===== config.mk =====
export PLATFORM = sky130hd
export DESIGN_NAME = switch_debouncer
export DESIGN_NICKNAME = d
export VERILOG_FILES = /design/src/rtl/switch_debouncer_pkg.sv /design/src/rtl/switch_debouncer_debounce_bit.sv /design/src/rtl/switch_debouncer.sv
export SDC_FILE = /design/constraint.sdc
export NUM_CORES = 1
export LEC_CHECK = 0
export CAP_MARGIN = 5
export CORE_AREA = 5 5 119 205
export DETAILED_ROUTE_END_ITERATION = 6
export DIE_AREA = 0 0 124 210
export GPL_ROUTABILITY_DRIVEN = 0
export GPL_TIMING_DRIVEN = 0
export SYNTH_ARGS = -nofsm -noshare
export SYNTH_HDL_FRONTEND = slang
export SYNTH_SLANG_ARGS = --single-unit

===== constraint.sdc =====
create_clock -name clk -period 1.8 [get_ports clk]
set_input_delay 0.36 -clock clk [delete_from_list [all_inputs] [get_ports clk]]
set_output_delay 0.36 -clock clk [all_outputs]
set_load 0.005 [all_outputs]

===== src/rtl/switch_debouncer_pkg.sv =====
// Shared constants for the switch conditioning front end and the pattern detector.
package switch_debouncer_pkg;

  localparam int CLK_HZ                = 50000000;
  localparam int DEBOUNCE_MS           = 20;
  localparam int DEFAULT_STABLE_CYCLES = CLK_HZ / 1000 * DEBOUNCE_MS;

  // Width of the detector's din bus; the debouncer output feeds it directly.
  localparam int DIN_W = 8;

  // Counter width able to hold 0 .. n-1, never narrower than one bit.
  function automatic int cnt_width(input int n);
    return (n <= 2) ? 1 : $clog2(n);
  endfunction

endpackage


===== src/rtl/switch_debouncer_debounce_bit.sv =====
// One switch bit: two-flop synchroniser, stability counter, debounced level
// and registered edge strobes.
module debounce_bit #(
  parameter int   STABLE_CYCLES = 4,
  parameter int   CNT_W         = 2,
  parameter logic RESET_VAL     = 1'b0
) (
  input  logic clk,
  input  logic rst,
  input  logic din_raw,
  output logic dout,
  output logic rise,
  output logic fall,
  output logic settled
);

  localparam logic [CNT_W-1:0] TERMINAL = CNT_W'(STABLE_CYCLES - 1);

  logic             s1_reg;
  logic             s2_reg;
  logic             dout_reg;
  logic             rise_reg;
  logic             fall_reg;
  logic             settled_reg;
  logic [CNT_W-1:0] cnt_reg;
  logic [CNT_W-1:0] cnt_next;
  logic             dout_next;
  logic             update;

  // Plain flop chain into the clock domain; nothing sits between the stages.
  always_ff @(posedge clk) begin
    if (rst) begin
      s1_reg <= RESET_VAL;
      s2_reg <= RESET_VAL;
    end else begin
      s1_reg <= din_raw;
      s2_reg <= s1_reg;
    end
  end

  // Count consecutive cycles of disagreement; any agreement restarts from zero.
  always_comb begin
    update   = 1'b0;
    cnt_next = cnt_reg;
    if (s2_reg == dout_reg) begin
      cnt_next = '0;
    end else if (cnt_reg == TERMINAL) begin
      update   = 1'b1;
      cnt_next = '0;
    end else begin
      cnt_next = cnt_reg + CNT_W'(1);
    end
    dout_next = update ? s2_reg : dout_reg;
  end

  // Commit counter, level and strobes; settled looks at post-edge values so it
  // always agrees with the s2/dout pair visible after this edge.
  always_ff @(posedge clk) begin
    if (rst) begin
      cnt_reg     <= '0;
      dout_reg    <= RESET_VAL;
      rise_reg    <= 1'b0;
      fall_reg    <= 1'b0;
      settled_reg <= 1'b1;
    end else begin
      cnt_reg     <= cnt_next;
      dout_reg    <= dout_next;
      rise_reg    <= update & s2_reg;
      fall_reg    <= update & ~s2_reg;
      settled_reg <= (s1_reg == dout_next);
    end
  end

  assign dout    = dout_reg;
  assign rise    = rise_reg;
  assign fall    = fall_reg;
  assign settled = settled_reg;

endmodule


===== src/rtl/switch_debouncer.sv =====
// Per-bit debouncer bank for raw switch inputs with combined change strobes.
module switch_debouncer
  import switch_debouncer_pkg::*;
#(
  parameter int               WIDTH         = DIN_W,
  parameter int               STABLE_CYCLES = DEFAULT_STABLE_CYCLES,
  parameter logic [WIDTH-1:0] RESET_VAL     = '0
) (
  input  logic             clk,
  input  logic             rst,
  input  logic [WIDTH-1:0] din_raw,
  output logic [WIDTH-1:0] dout,
  output logic             changed,
  output logic [WIDTH-1:0] rise,
  output logic [WIDTH-1:0] fall,
  output logic             settled
);

  localparam int CNT_W = cnt_width(STABLE_CYCLES);

  logic [WIDTH-1:0] settled_bits;

  generate
    for (genvar gi = 0; gi < WIDTH; gi++) begin : g_bit
      debounce_bit #(
        .STABLE_CYCLES(STABLE_CYCLES),
        .CNT_W        (CNT_W),
        .RESET_VAL    (RESET_VAL[gi])
      ) u_bit (
        .clk    (clk),
        .rst    (rst),
        .din_raw(din_raw[gi]),
        .dout   (dout[gi]),
        .rise   (rise[gi]),
        .fall   (fall[gi]),
        .settled(settled_bits[gi])
      );
    end
  endgenerate

  // Strobes come straight from per-bit flops, so these reductions carry no
  // path from din_raw.
  assign changed = |(rise | fall);
  assign settled = &settled_bits;

endmodule


==> results of run 1 <==
==> metrics by stage <==
stage          util (%)  worst slack, ns
4_1_cts            52.3           -0.208
6_report           54.7           -0.213
5_1_grt            54.7           -0.254
3_3_place_gp       46.0           -0.571
3_5_place_dp       46.0           -0.558
2_1_floorplan         -           -0.184
==> Yosys cell counts, drive strengths merged (2+ instances only) <==
master	count	area (um2)
buf	35	249
and4	16	140
nand2	62	233
nor2b	16	100
clkbuf	26	100
o31ai	30	253
inv	20	75.1
ha	8	100
a2111oi	3	26.3
nor3b	20	150
nand4b	2	17.5
nor4b	20	175
o211ai	2	15.0
nand4	40	250
or2	2	12.5
dfxtp	208	4160
xor2	48	420
o32a	2	20.0
and3	24	150
or4	34	255
nor2	126	473
nand3	71	355
o21ai	31	181
nor4	29	181
or3b	2	17.5
nand2b	14	87.6
o22ai	4	25.0
or4b	7	81.3
nor3	23	115
a21oi	62	310
xnor2	50	438
a31o	2	17.5
and2	10	62.6
nor4bb	2	20.0
or3	32	200
==> worst max-delay path, stage by stage (launching register included) <==
cell                      delay, ns
sky130_fd_sc_hd__dfxtp_4       0.36
sky130_fd_sc_hd__or4_4         0.52
sky130_fd_sc_hd__or4b_4        0.54
sky130_fd_sc_hd__o21ai_4       0.27
sky130_fd_sc_hd__buf_6         0.17
sky130_fd_sc_hd__nor2_1        0.04
==> cell families (layout without fill, tap and decap cells) <==
family                   after synthesis  after routing
XOR/XNOR                              98             98
AND/OR/NAND/NOR                      554            554
buffers and inverters                 81            207
flip-flops                           208            208
AO/OA/AOI/OAI                        140            140
adder cells (fa/ha/maj)                8              8
==> area by class of cell <==
class | instances | area share [%]
buffer | 47 | 2.88
clock buffer | 27 | 4.60
clock inverter | 8 | 0.932
inverter | 20 | 0.608
multi-input combinational | 800 | 45.3
sequential | 208 | 35.0
tap | 300 | 3.04
timing repair buffer | 105 | 7.67
==> report_power, final <==
part / switching [mW] / internal (mW)
logic: 0.122 / 0.0953
registers: 0.0277 / 4.60
clock network: 1.82 / 2.65
total: 1.97 / 7.34
==> repair_timing <==
action	CTS	global route
pin swaps	49	31
gates cloned	6	0
endpoints found under the setup margin	204	183
setup buffers	45	20
resized for setup	152	145
hold buffers	0	0
==> layer usage <==
| metal | track usage, % | vias up | routed length [um] |
|---|---|---|---|
| met2 | 33.1 | 109 | 12500 |
| met1 | 20.2 | 3993 | 9580 |
| li1 | - | 4153 | - |
| met5 | 0 | - | 0 |
| met4 | 6.09 | 0 | 624 |
| met3 | 2.15 | 42 | 732 |
==> final timing paths <==
check / start / to / slack, ns / cells after the start
setup / recovery: g_bit[0].u_bit.cnt_reg[8]$_SDFF_PP0_ / g_bit[0].u_bit.cnt_reg[9]$_SDFF_PP0_ / -0.21 / 5
hold / removal: g_bit[5].u_bit.cnt_reg[0]$_SDFF_PP0_ / g_bit[5].u_bit.cnt_reg[0]$_SDFF_PP0_ / 0.44 / 1
setup reg to reg: g_bit[0].u_bit.cnt_reg[8]$_SDFF_PP0_ / g_bit[0].u_bit.cnt_reg[9]$_SDFF_PP0_ / -0.21 / 5
hold reg to reg: g_bit[5].u_bit.cnt_reg[0]$_SDFF_PP0_ / g_bit[5].u_bit.cnt_reg[0]$_SDFF_PP0_ / 0.44 / 1
==> reports/qor.json, run 1 <==
{
  "sta": {
    "timing_max_transition_violations_final": 0,
    "finalSetupViolations": 62,
    "min_period_over_period_pct": 112,
    "final.hold.worst_slack_ns": 0.438,
    "relSlewSlack_pct": 45.0,
    "setup_repair_after_global_routing_missed_its_margin": "yes",
    "maxClockFrequency_ghz": 0.497,
    "final_hold_viol_count": 0,
    "finalWorstSetupSlack_ns": -0.213,
    "clock_skew_ns": 0.00960,
    "fin_tns_setup_ns": -9.45,
    "finalCriticalPeriod_ns": 2.01,
    "timing_worst_slew_pin_value_ns": 0.814
  },
  "clock_tree": {
    "cts-root-to-sink-buffers": 3,
    "clkLatencyLatePin_ns": 0.50,
    "clock_slew_seen_by_the_registers_of_the_worst_setup_and_hold_paths_ns": 0.07,
    "cts_root_buf": "sky130_fd_sc_hd__clkbuf_16",
    "cts.sinks": 208,
    "htree_levels": 1,
    "tritoncts": "built",
    "cts_inserted_buffers": 21
  },
  "drt": {
    "routed_wire_length_per_instance_um": 15.5,
    "vias_per_cell": 5.48,
    "initialDrtViolationCount": 408,
    "route.vias.total": 8297,
    "wl_um": 23400,
    "drcViolationCount": 0,
    "dr.pass1.iters": 6,
    "ant_nets": 0
  },
  "logic_synthesis": {
    "synth_mux_area_share_pct": 0,
    "average_size_of_a_mapped_cell_um2": 8.75,
    "number_of_enable_flip_flop_cells_after_synthesis": 0,
    "synth_sequential_area_ratio_pct": 43.7,
    "synth.lib_cells_used.distinct": 51,
    "syn-num-nets": 1107,
    "synth-compound-area-share_pct": 9.26,
    "ys_dominant_reg_cell": "sky130_fd_sc_hd__dfxtp_1",
    "count_of_synthesis_stage_warnings_from_yosys": 0,
    "async_s_r_ff_share_synth_pct": 0,
    "simple_logic_cell_fraction_of_the_synthesized_area_pct": 32.5,
    "synthAdderAreaFrac_pct": 1.05,
    "post_synth_instance_area_mm2": 0.00953,
    "syn_inst": 1089,
    "synth.ff_latch_count": 208,
    "synth-xor-area-share_pct": 9.01,
    "dominant_combinational_cell_family_by_area_after_synthesis": "simple AND/OR/NAND/NOR gates"
  },
  "final_layout": {
    "multi_input_comb_area_mm2": 0.00559,
    "top_library_cells_by_usage_in_the_layout_fill_and_taps_aside": "120 x sky130_fd_sc_hd__dfxtp_1, 105 x sky130_fd_sc_hd__nor2_1, 77 x sky130_fd_sc_hd__buf_4",
    "largest_register_ffs": 160,
    "area_growth_pct": 29.6,
    "design_area_mm2": 0.0123,
    "mostFrequentLayoutCell": "sky130_fd_sc_hd__dfxtp_1",
    "antenna-diode-count": 0,
    "sequential_cell_area_mm2": 0.00432,
    "final_nets": 1221,
    "fillerInstances": 2078,
    "drive_above_1_share_pct": 30.5,
    "layout.cells.non_filler": 1515
  },
  "run": {
    "timing.max_cap.violations": 0
  },
  "pwr": {
    "fin_total_pwr_mw": 9.31,
    "power_per_cell_area_mw_per_mm2": 754,
    "peakVddDrop_mv": 0.790,
    "power.static_leakage_nw": 4.05
  },
  "floorplanning": {
    "die_area_mm2": 0.0260,
    "starting_density_of_the_core_pct": 42.2,
    "boundaryPins": 36,
    "die_h_um": 210,
    "placementRows": 73,
    "die_w_um": 124,
    "coreArea_mm2": 0.0226
  },
  "global_routing": {
    "grt_antenna_before_repair": 0,
    "grt_pass1_wl_um": 38600,
    "grt_start_max_net_pins": 15,
    "first_global_vias": 8169,
    "global_route.usage.total_pct": 17.7,
    "grt.overflow.total": 0
  },
  "critical_path": {
    "worstSetupStartpointType": "flip-flop",
    "worstPathRequired_ns": 2.19,
    "critical_path.max_fanout": 6,
    "worstPathArrival_ns": 2.40,
    "criticalPathCategory": "flip-flop to flip-flop",
    "worstSetupEndpointType": "flip-flop"
  },
  "placement": {
    "dpl_cell_area_mm2": 0.0104,
    "placement.io_buffers": 34,
    "post-place-cells": 1423,
    "dp_hpwl_um": 15800
  },
  "outcome": {
    "failed_checks": "negative setup slack",
    "run_status": "complete, but fails checks"
  },
  "worst_hold_path": {
    "min-delay-path-class": "flip-flop to flip-flop"
  }
}
Power figures use the tool's default switching activity.
==> run 2, diff against run 1 <==
--- a/constraint.sdc
+++ b/constraint.sdc
@@ -3,2 +3,2 @@
 set_output_delay 0.36 -clock clk [all_outputs]
-set_load 0.005 [all_outputs]
+set_load 0.02 [all_outputs]
==> reports/qor.json, run 2 (same netlist as run 1, synthesis figures left out) <==
{
  "sta": {
    "finalSetupViolations": 62,
    "maxClockFrequency_ghz": 0.491,
    "finalWorstSetupSlack_ns": -0.236,
    "finalCriticalPeriod_ns": 2.04,
    "setup_repair_after_global_routing_missed_its_margin": "yes",
    "timing_max_transition_violations_final": 0,
    "min_period_over_period_pct": 113,
    "relSlewSlack_pct": 51.1,
    "timing_worst_slew_pin_value_ns": 0.723,
    "clock_skew_ns": 0.00854,
    "final_hold_viol_count": 0
  },
  "outcome": {
    "run_status": "complete, but fails checks",
    "failed_checks": "negative setup slack"
  },
  "drt": {
    "route.vias.total": 8292,
    "wl_um": 23300,
    "dr.pass1.iters": 7,
    "initialDrtViolationCount": 459,
    "routed_wire_length_per_instance_um": 15.4,
    "ant_nets": 0,
    "vias_per_cell": 5.51,
    "drcViolationCount": 0
  },
  "clock_tree": {
    "clock_slew_seen_by_the_registers_of_the_worst_setup_and_hold_paths_ns": 0.06,
    "clkLatencyLatePin_ns": 0.50,
    "tritoncts": "built",
    "cts.sinks": 208,
    "postCtsHoldBufs": 0,
    "htree_levels": 1,
    "cts-root-to-sink-buffers": 3,
    "cts_root_buf": "sky130_fd_sc_hd__clkbuf_16",
    "cts_inserted_buffers": 21
  },
  "global_routing": {
    "grt.met3_usage_pct": 2.12,
    "first_global_vias": 8172,
    "gr-usage-met2_pct": 33.3,
    "global_route.usage.met1_pct": 20.3,
    "grt_start_max_net_pins": 15,
    "global_route.usage.total_pct": 17.7,
    "grt_pass1_wl_um": 38700,
    "grt.overflow.total": 0,
    "grt_antenna_before_repair": 0,
    "grt-busiest-layer": "met2"
  },
  "final_layout": {
    "layout.cells.non_filler": 1506,
    "antenna-diode-count": 0,
    "area_growth_pct": 28.1,
    "top_library_cells_by_usage_in_the_layout_fill_and_taps_aside": "144 x sky130_fd_sc_hd__dfxtp_1, 105 x sky130_fd_sc_hd__nor2_1, 67 x sky130_fd_sc_hd__buf_4",
    "design_area_mm2": 0.0122,
    "largest_register_ffs": 160,
    "drive_above_1_share_pct": 28.2,
    "fillerInstances": 2107,
    "final_nets": 1212,
    "mostFrequentLayoutCell": "sky130_fd_sc_hd__dfxtp_1",
    "fin_util_pct": 54.1
  },
  "floorplanning": {
    "die_area_mm2": 0.0260,
    "starting_density_of_the_core_pct": 42.2,
    "die_h_um": 210,
    "die_w_um": 124,
    "coreArea_mm2": 0.0226,
    "placementRows": 73,
    "boundaryPins": 36
  },
  "pwr": {
    "power.static_leakage_nw": 3.85,
    "peakVddDrop_mv": 0.800,
    "power_per_cell_area_mw_per_mm2": 764
  },
  "placement": {
    "dpl_cell_area_mm2": 0.0104,
    "dp_hpwl_um": 15800,
    "post-place-cells": 1423,
    "placement.io_buffers": 34
  },
  "critical_path": {
    "worstPathArrival_ns": 2.42,
    "worstSetupEndpointType": "flip-flop",
    "worstSetupStartpointType": "flip-flop",
    "criticalPathCategory": "flip-flop to flip-flop",
    "worstPathRequired_ns": 2.19,
    "critical_path.max_fanout": 6,
    "r2r.worst_path.cells": 5
  },
  "worst_hold_path": {
    "min-delay-path-class": "flip-flop to flip-flop",
    "worstHoldPathCells": 1
  },
  "run": {
    "timing.max_cap.violations": 0
  }
}
run 2: worst paths after layout:
check | start | endpoint | slack [ns]
setup reg to reg | g_bit[0].u_bit.cnt_reg[8]$_SDFF_PP0_ | g_bit[0].u_bit.cnt_reg[9]$_SDFF_PP0_ | -0.24
setup / recovery | g_bit[0].u_bit.cnt_reg[8]$_SDFF_PP0_ | g_bit[0].u_bit.cnt_reg[9]$_SDFF_PP0_ | -0.24
hold reg to reg | g_bit[5].u_bit.cnt_reg[0]$_SDFF_PP0_ | g_bit[5].u_bit.cnt_reg[0]$_SDFF_PP0_ | 0.44
hold / removal | g_bit[5].u_bit.cnt_reg[0]$_SDFF_PP0_ | g_bit[5].u_bit.cnt_reg[0]$_SDFF_PP0_ | 0.44
run 2: final cells by class:
class	instances	area (um2)	share of cell area (%)
multi-input combinational	800	5590	45.8
sequential	208	4270	35.0
timing repair buffer	96	847	6.94
clock buffer	27	568	4.66
tap	300	375	3.08
buffer	47	355	2.91
clock inverter	8	115	0.944
inverter	20	75.1	0.615
run 2: layer usage:
layer | share of wire, % | wire, um
met2 | 53 | 12400
met1 | 41 | 9430
met3 | 3.7 | 853
met5 | 0 | 0
met4 | 2.3 | 543
run 2: worst max-delay path, stage by stage, from the launching register on:
cell and delay (ns):
sky130_fd_sc_hd__dfxtp_4 0.36, sky130_fd_sc_hd__or4_4 0.51, sky130_fd_sc_hd__or4b_4 0.54, sky130_fd_sc_hd__o21ai_4 0.29
sky130_fd_sc_hd__buf_6 0.18, sky130_fd_sc_hd__nor2_1 0.05
run 2: repair_timing:
item / 4_1_cts / 5_1_grt
endpoints found under the setup margin: 208 / 164
endpoints found under the hold margin: 0 / 0
setup buffers: 42 / 14
cloned: 6 / 0
gates resized for setup: 153 / 116
pin swaps: 47 / 29
run 2: stage by stage:
stage                     TNS, ns  hold slack, ns  power (mW)  worst slack [ns]
after floorplan             -3.46           0.395        4.86            -0.184
after global placement     -43.21           0.401        4.94            -0.571
after detailed placement   -43.33           0.407        4.94            -0.558
after CTS                   -9.22           0.427        9.45            -0.243
after global routing       -13.14           0.446        9.64            -0.271
final                      -10.09           0.438        9.32            -0.236
run 2: power by group:
part	switching, mW	internal [mW]
combinational	0.126	0.0944
sequential	0.0275	4.61
clock	1.81	2.65
